--- config.mk ---
export PLATFORM = sky130hd
export DESIGN_NAME = control_unit_mc
export DESIGN_NICKNAME = d
export VERILOG_FILES = /design/src/rtl/control_unit_mc.sv
export SDC_FILE = /design/constraint.sdc
export NUM_CORES = 1
export LEC_CHECK = 0
export CELL_PAD_IN_SITES_DETAIL_PLACEMENT = 1
export CELL_PAD_IN_SITES_GLOBAL_PLACEMENT = 2
export CORE_ASPECT_RATIO = 0.75
export CORE_MARGIN = 3
export CORE_UTILIZATION = 28
export CTS_CLUSTER_SIZE = 30
export DETAILED_ROUTE_END_ITERATION = 6
export PLACE_DENSITY = 0.84
export SYNTH_ARGS = -nofsm -noshare
export SYNTH_HDL_FRONTEND = slang
export SYNTH_SLANG_ARGS = --single-unit
--- constraint.sdc ---
create_clock -name clk -period 2.7 [get_ports clk]
set_input_delay 0.81 -clock clk [delete_from_list [all_inputs] [get_ports clk]]
set_output_delay 0.81 -clock clk [all_outputs]
set_load 0.02 [all_outputs]
--- src/rtl/control_unit_mc.sv ---
// Multicycle K&S control FSM: sequences fetch/decode/execute and drives the
// datapath enables. Adds a RAM read-latency wait counter, a retired-instruction
// counter and a debug single-step hold.

package k_and_s_pkg;
  typedef enum logic [3:0] {
    I_NOP    = 4'd0,
    I_LOAD   = 4'd1,
    I_STORE  = 4'd2,
    I_MOVE   = 4'd3,
    I_ADD    = 4'd4,
    I_SUB    = 4'd5,
    I_AND    = 4'd6,
    I_OR     = 4'd7,
    I_BRANCH = 4'd8,
    I_BZERO  = 4'd9,
    I_BNZERO = 4'd10,
    I_BNEG   = 4'd11,
    I_BNNEG  = 4'd12,
    I_HALT   = 4'd13
  } decoded_instruction_type;
endpackage

module control_unit_mc
  import k_and_s_pkg::*;
#(
  parameter int MEM_WAIT = 2,
  parameter int CNT_W    = 16
) (
  input  logic                    clk,
  input  logic                    rst,
  input  decoded_instruction_type decoded_instruction,
  input  logic                    zero_op,
  input  logic                    neg_op,
  input  logic                    unsigned_overflow,
  input  logic                    signed_overflow,
  input  logic                    step_mode,
  input  logic                    resume,
  output logic                    branch,
  output logic                    pc_enable,
  output logic                    ir_enable,
  output logic                    write_reg_enable,
  output logic                    addr_sel,
  output logic                    c_sel,
  output logic [1:0]              operation,
  output logic                    flags_reg_enable,
  output logic                    ram_write_enable,
  output logic                    halt,
  output logic [CNT_W-1:0]        retired_count
);

  typedef enum logic [3:0] {
    S_FETCH,
    S_DECODE,
    S_EXEC,
    S_WB,
    S_MEM_ADDR,
    S_MEM_WAIT,
    S_WB_LOAD,
    S_W_MEM,
    S_BRANCH,
    S_PC_EN,
    S_STEP_HOLD,
    S_HALT
  } state_t;

  // Wait counter counts down to zero, so it is preloaded with one less than
  // the number of wait cycles wanted.
  localparam logic [3:0] WAIT_INIT = (MEM_WAIT > 0) ? 4'(MEM_WAIT - 1) : 4'd0;

  state_t     state, state_nxt;
  logic [1:0] op_nxt;
  logic [3:0] wait_cnt, wait_cnt_nxt;
  logic       is_move, is_move_nxt;
  logic       is_store, is_store_nxt;

  // Overflow flags are carried to this block for monitoring only.
  logic unused_flags;
  assign unused_flags = unsigned_overflow ^ signed_overflow;

  // State, ALU operation, wait counter, instruction flavour and retire counter.
  always_ff @(posedge clk) begin
    // NOTE: sequential state uses non-blocking assignments so every register
    // samples the pre-edge values, independent of statement order.
    if (rst) begin
      state         <= S_FETCH;
      operation     <= 2'b00;
      wait_cnt      <= 4'd0;
      is_move       <= 1'b0;
      is_store      <= 1'b0;
      retired_count <= '0;
    end else begin
      state     <= state_nxt;
      operation <= op_nxt;
      wait_cnt  <= wait_cnt_nxt;
      is_move   <= is_move_nxt;
      is_store  <= is_store_nxt;
      if (pc_enable) retired_count <= retired_count + CNT_W'(1);
    end
  end

  // Next-state logic; also decides the ALU operation and flavour bits in DECODE.
  always_comb begin
    // NOTE: every variable gets a default first so no path leaves it
    // unassigned, which would otherwise infer a latch.
    state_nxt    = state;
    op_nxt       = operation;
    wait_cnt_nxt = wait_cnt;
    is_move_nxt  = is_move;
    is_store_nxt = is_store;
    case (state)
      S_FETCH: state_nxt = S_DECODE;
      S_DECODE: begin
        is_move_nxt  = 1'b0;
        is_store_nxt = 1'b0;
        case (decoded_instruction)
          I_ADD:    begin op_nxt = 2'b01; state_nxt = S_EXEC; end
          I_SUB:    begin op_nxt = 2'b10; state_nxt = S_EXEC; end
          I_AND:    begin op_nxt = 2'b11; state_nxt = S_EXEC; end
          I_OR:     begin op_nxt = 2'b00; state_nxt = S_EXEC; end
          I_MOVE:   begin op_nxt = 2'b00; is_move_nxt = 1'b1; state_nxt = S_EXEC; end
          I_LOAD:   state_nxt = S_MEM_ADDR;
          I_STORE:  begin is_store_nxt = 1'b1; state_nxt = S_MEM_ADDR; end
          I_BRANCH: state_nxt = S_BRANCH;
          I_BZERO:  state_nxt = zero_op  ? S_BRANCH : S_PC_EN;
          I_BNZERO: state_nxt = !zero_op ? S_BRANCH : S_PC_EN;
          I_BNEG:   state_nxt = neg_op   ? S_BRANCH : S_PC_EN;
          I_BNNEG:  state_nxt = !neg_op  ? S_BRANCH : S_PC_EN;
          I_HALT:   state_nxt = S_HALT;
          default:  state_nxt = S_PC_EN;
        endcase
      end
      S_EXEC: state_nxt = S_WB;
      S_WB:   state_nxt = S_PC_EN;
      S_MEM_ADDR: begin
        if (is_store) begin
          state_nxt = S_W_MEM;
        end else if (MEM_WAIT == 0) begin
          state_nxt = S_WB_LOAD;
        end else begin
          state_nxt    = S_MEM_WAIT;
          wait_cnt_nxt = WAIT_INIT;
        end
      end
      S_MEM_WAIT: begin
        if (wait_cnt == 4'd0) state_nxt = S_WB_LOAD;
        else                  wait_cnt_nxt = wait_cnt - 4'd1;
      end
      S_WB_LOAD: state_nxt = S_PC_EN;
      S_W_MEM:   state_nxt = S_PC_EN;
      S_BRANCH,
      S_PC_EN:     state_nxt = step_mode ? S_STEP_HOLD : S_FETCH;
      S_STEP_HOLD: if (resume) state_nxt = S_FETCH;
      S_HALT:      state_nxt = S_HALT;
      default:     state_nxt = S_FETCH;
    endcase
  end

  // Moore output decode; everything is held low while reset is asserted.
  always_comb begin
    branch           = 1'b0;
    pc_enable        = 1'b0;
    ir_enable        = 1'b0;
    write_reg_enable = 1'b0;
    addr_sel         = 1'b0;
    c_sel            = 1'b0;
    flags_reg_enable = 1'b0;
    ram_write_enable = 1'b0;
    halt             = 1'b0;
    if (!rst) begin
      case (state)
        S_FETCH:     begin addr_sel = 1'b1; ir_enable = 1'b1; end
        S_DECODE:    addr_sel = 1'b1;
        S_EXEC:      flags_reg_enable = !is_move;
        S_WB:        write_reg_enable = 1'b1;
        S_WB_LOAD:   begin c_sel = 1'b1; write_reg_enable = 1'b1; end
        S_W_MEM:     ram_write_enable = 1'b1;
        S_BRANCH:    begin branch = 1'b1; pc_enable = 1'b1; addr_sel = 1'b1; end
        S_PC_EN:     begin pc_enable = 1'b1; addr_sel = 1'b1; end
        S_STEP_HOLD: addr_sel = 1'b1;
        S_HALT:      halt = 1'b1;
        default:     ;
      endcase
    end
  end

endmodule

# [After elaboration in Yosys (flattened, before gate mapping)]
# Index checks and enable logic that the tools add are counted.
[word_totals] ff_bits=28 out_inout_bits=27 word_cells=85 in_bits=12
[op_classes] eq_ne=28 n_mux=34 addsub=2 reduce_logical=15
[ops] cell="$eq A4 B4 Y1 const B" n=10
[ops] cell="$pmux W4 S9" n=1
[ops] cell="$eq A4 B3 Y1 const B" n=8
[ops] cell="$pmux W4 S8" n=1
[ops] cell="$mux W1" n=24
[ops] cell="$mux W4" n=5
[ops] cell="$add A16 B1 Y16 const B" n=1
[ops] cell="$eq A4 B2 Y1 const B" n=4
[ops] cell="$reduce_or A5 Y1" n=2
[ops] cell="$eq A4 B1 Y1 const B" n=2
[ops] cell="$logic_not A4 Y1" n=2
[ops] cell="$ne A2 B2 Y1 const B" n=4
[ops] cell="$pmux W2 S4" n=1
[ops] cell="$pmux W4 S2" n=1
[ops] cell="$reduce_or A2 Y1" n=4
[ops] cell="$reduce_and A2 Y1" n=2
[ops] cell="$reduce_bool A4 Y1" n=1
[ops] cell="$sub A4 B1 Y4 const B" n=1
[ops] cell="$reduce_and A3 Y1" n=1
[ops] cell="$reduce_or A3 Y1" n=1
[ops] cell="$mux W2" n=1
[ops] cell="$reduce_bool A2 Y1" n=1
[ops] cell="$logic_not A1 Y1" n=1

# [Longest topological paths before layout]
[logic_depth] ltp_word=4 mapped_depth=6 depth_no_buf=6

# [Worst setup path after synthesis]
# Ideal clock, no wire load.
[synth_path] kind="input port to output port" startpoint="input rst" endpoint="output flags_reg_enable" cell_stages=3 t_required_ns=1.890 t_arrival_ns=1.944 setup_slack_ns=-0.054 path_buffers=1 cell_sequence="clkbuf_1 > or2_2 > nor4_1"
[synth_between] elab_chain_len=1
[synth_lines] element="start, declared" line="31" rtl="input logic rst,"
[synth_lines] element="$mux W1" line="170" rtl="if (!rst) begin"
[synth_lines] element="end, declared" line="46" rtl="output logic flags_reg_enable,"
# No other way between the ends.

# [Worst setup path after layout]
[layout_path] startpoint="input rst" endpoint="output branch"
[layout_between] elab_chain_len=1
[layout_lines] element="$mux W1" line="170"
[layout_lines] element="end, declared" line="39" rtl="output logic branch,"
# No other way between the ends.

==> summary.md <==
| Metric | Value |
|---|---|
| Status | complete, no violations |
| Critical path depth | 4 |
| Hold_sp | wait_cnt[3] |
| Type of the worst setup path | in -> out |
| PwrDens | 520.0 nW/um2 |
| Initial Util | 29.49% |
| Pleak | 0.0007526 uW |
| Largest cells by area after synthesis | dfxtp_1 35%, nor2_1 5.6%, xor2_1 3.8% |
| Total gr overflow | 0 |
| Grt met3 use | 2.728% |
| First-pass GRT wire length | 7.465 mm |
| # diodes | 0 |
| Final Setup Violations | 0 |
| Post-route cell area | 2133 um2 |
| Slowest cell on crit path | or4b_4 |
| Synth Register Bits | 28 |
| Die area | 6682 um2 |
| Worst-path fanout max | 4 |
| Reg2Reg Launch Point | state[0] |
| Most frequent cells in the layout | 28 x dfxtp_1, 26 x clkdlybuf4s50_1, 23 x nor2_1 |
| Worst Tran Pin Value | 633.6 ps |
| Residual DRC | 0 |
| IO Pins | 39 |
| Vias per cell | 5.019 |
| CP bufs+invs | 2 |
| Distinct cell type count after synthesis | 48 |
| Final hold violations | 0 |
| Reg2reg end | state[0] |
| Hold endpoint | wait_cnt[3] |
| F_max | 373.4 MHz |
| Cell area after synthesis | 1604 um2 |
| Worst-path cell chain | dlygate4sd2_1 > or4b_4 > nor2_2 > buf_4 |
| Sink Count | 28 |
| GRT busiest layer | met2 |
| GR Layer Usage met1 | 20.53% |
| Area after DPL | 2102 um2 |
| Clock Path Buffers | 2 |
| Worst-path clk slew | 90 ps |
| Share of post-route cells with drive strength above 1 | 15.61% |
| H-tree Lvls | 1 |
| Routed Antenna Nets | 0 |
| Post-synth EDFFs | 0 |
| Overall power | 1109 uW |
| Asr flop ratio synth | 0% |
| Crit start category | input pin |
| Setup Fix Bufs, Post-CTS | 0 |
| CP endpoint kind | output pin |
| Post-Route WL | 4.492 mm |
| Yosys warning count | 0 |
| GR Util met2 | 20.68% |
| Crit path required time | 1890 ps |
| Area delta synth->final | 33.00% |
| Root buffer cell | clkbuf_8 |
| Max Cap Viol | 0 |
| Vias in the first global route | 1522 |
| Routed vias | 1566 |
| Fin crit period | 2678 ps |
| CTS tree | built |
| Mean Syn Cell Area | 8.101 um2 |
| Initial antenna violation count | 0 |
| Fin nets | 253 |
| Die W | 93.40 um |
| Final Max Tran Viols | 0 |
| Hold crit path type | reg -> reg |
| Post-synth top area share | 34.95% |
| Die H | 71.55 um |
| Reg2Reg Depth | 4 |
| Cell taking the most area after synthesis | dfxtp_1 |
| Commonest non-fill, non-tap cell in the layout | dfxtp_1 |
| GPL Wtd Cong | 0.7781 |
| Sequential fraction of the synthesis area | 34.95% |
| Initial drt markers | 52 |
| Worst-Skew Late Latency | 270 ps |
| RSZ-0062 raised after global routing | true |
| Tcrit/Tclk final | 99.20% |
| Slowest cell delay on critical path | 540 ps |
| Syn nets | 213 |
| Core area | 5439 um2 |
| I/O Buffers | 36 |
| Avg WL per Cell | 14.40 um |
| Top FF cell, synth | dfxtp_1 |
| GRT Util Overall | 13.74% |
| Pin count of the biggest net entering global routing | 30 |
| Hold depth | 2 |
| Worst Path Arrival | 1870 ps |
| Critical path's top delay family | simple AND/OR/NAND/NOR gates |
| Peak supply drop | 0.2313 mV |
| Clock Skews | 2.539 ps |
| Max_slew headroom | 57.51% |
| Fin cells | 312 |
| Worst reg2reg setup slack | 580 ps |
| Cells after DPL | 308 |
| HPWL after DPL | 3.471 mm |
| Post-Syn Instances | 198 |
| Cell Rows | 23 |
| Total negative setup slack | 0 ps |
| Num CTS Buffers | 3 |
| Number of iterations in the first detailed-routing pass | 4 |
## worst min-delay path, delay by kind of cell (launching register included)
family	cells	cell delay [ps]
DFF	1	330
and+or+nand+nor	1	60
muxes	1	60
## repair_timing
| item | CTS | global route |
|---|---|---|
| pin swaps | 0 | 0 |
| endpoints found under the setup margin | 9 | 6 |
| hold buffers | 0 | 0 |
| resized for setup | 27 | 12 |
## layer usage
layer	routed length [um]	vias to the layer above
li1	-	788
met1	2411	751
met2	1915	25
met3	135	2
met4	29	0
met5	0	-
## flip-flops by register name, indices dropped and copies added (netlist names)
name and count:
is_store 1, is_move 1, wait_cnt 4, state 4, operation 2, retired_count 16
## power breakdown
group | leakage (uW) | switching [uW] | internal, uW
combinational | 0.000497 | 210 | 166
sequential | 0.000226 | 36.0 | 440
clock | 0.0000288 | 127 | 130
total | 0.000753 | 373 | 737
## how the worst max path moves through the flow
stage	startpoint	slack (ps)	end
3_5_place_dp	rst	-700	branch
2_1_floorplan	rst	-6	ir_enable
5_1_grt	rst	-40	branch
6_report	rst	20	branch
4_1_cts	rst	-20	branch
3_3_place_gp	rst	-720	branch
## per-stage QoR
stage	utilization [%]	hold WS, ps	setup WS, ps
global placement	38.65	460.9	-719.9
global route	39.22	520.8	-41.63
detailed placement	38.65	472.8	-701.8
CTS	39.25	492.5	-20.98
floorplan	-	446.4	-6.211
finish	39.22	488.2	21.56
## Yosys cell counts, drive strengths merged, types with 2 or more instances
cell,instances
or3b,2
nor3,7
or4b,2
buf,2
mux2i,2
xor2,7
inv,6
xnor2,6
nor3b,2
a211oi,3
nor4,7
nand2,14
a21oi,11
nand3,7
ha,3
and4,2
or4,4
clkbuf,12
nand4,5
a22oi,3
o21a,2
nor2b,3
nor2,24
dfxtp,28
o31ai,5
nand2b,5
o21ai,5
and3,2
or2,2
## cell families (layout without fill, tap and decap cells)
family          count (synthesis)  after routing  synth area share (%)
xor+xnor                       13             13                 7.098
simple gates                   92             92                 32.14
fa+ha+maj                       3              3                 2.340
compound gates                 38             38                 15.84
buf+inv                        21             60                 5.694
mux                             3              3                 1.950
flops                          28             28                 34.95
## final cells by class
| class | count | area [um2] |
|---|---|---|
| multi-input combinational | 149 | 969.7 |
| clock buffer | 4 | 55.05 |
| sequential | 28 | 560.5 |
| fill | 641 | 3306 |
| tap | 75 | 93.84 |
| timing repair buffer | 49 | 422.9 |
| inverter | 7 | 31.28 |
(Power assumes the default switching activity.)
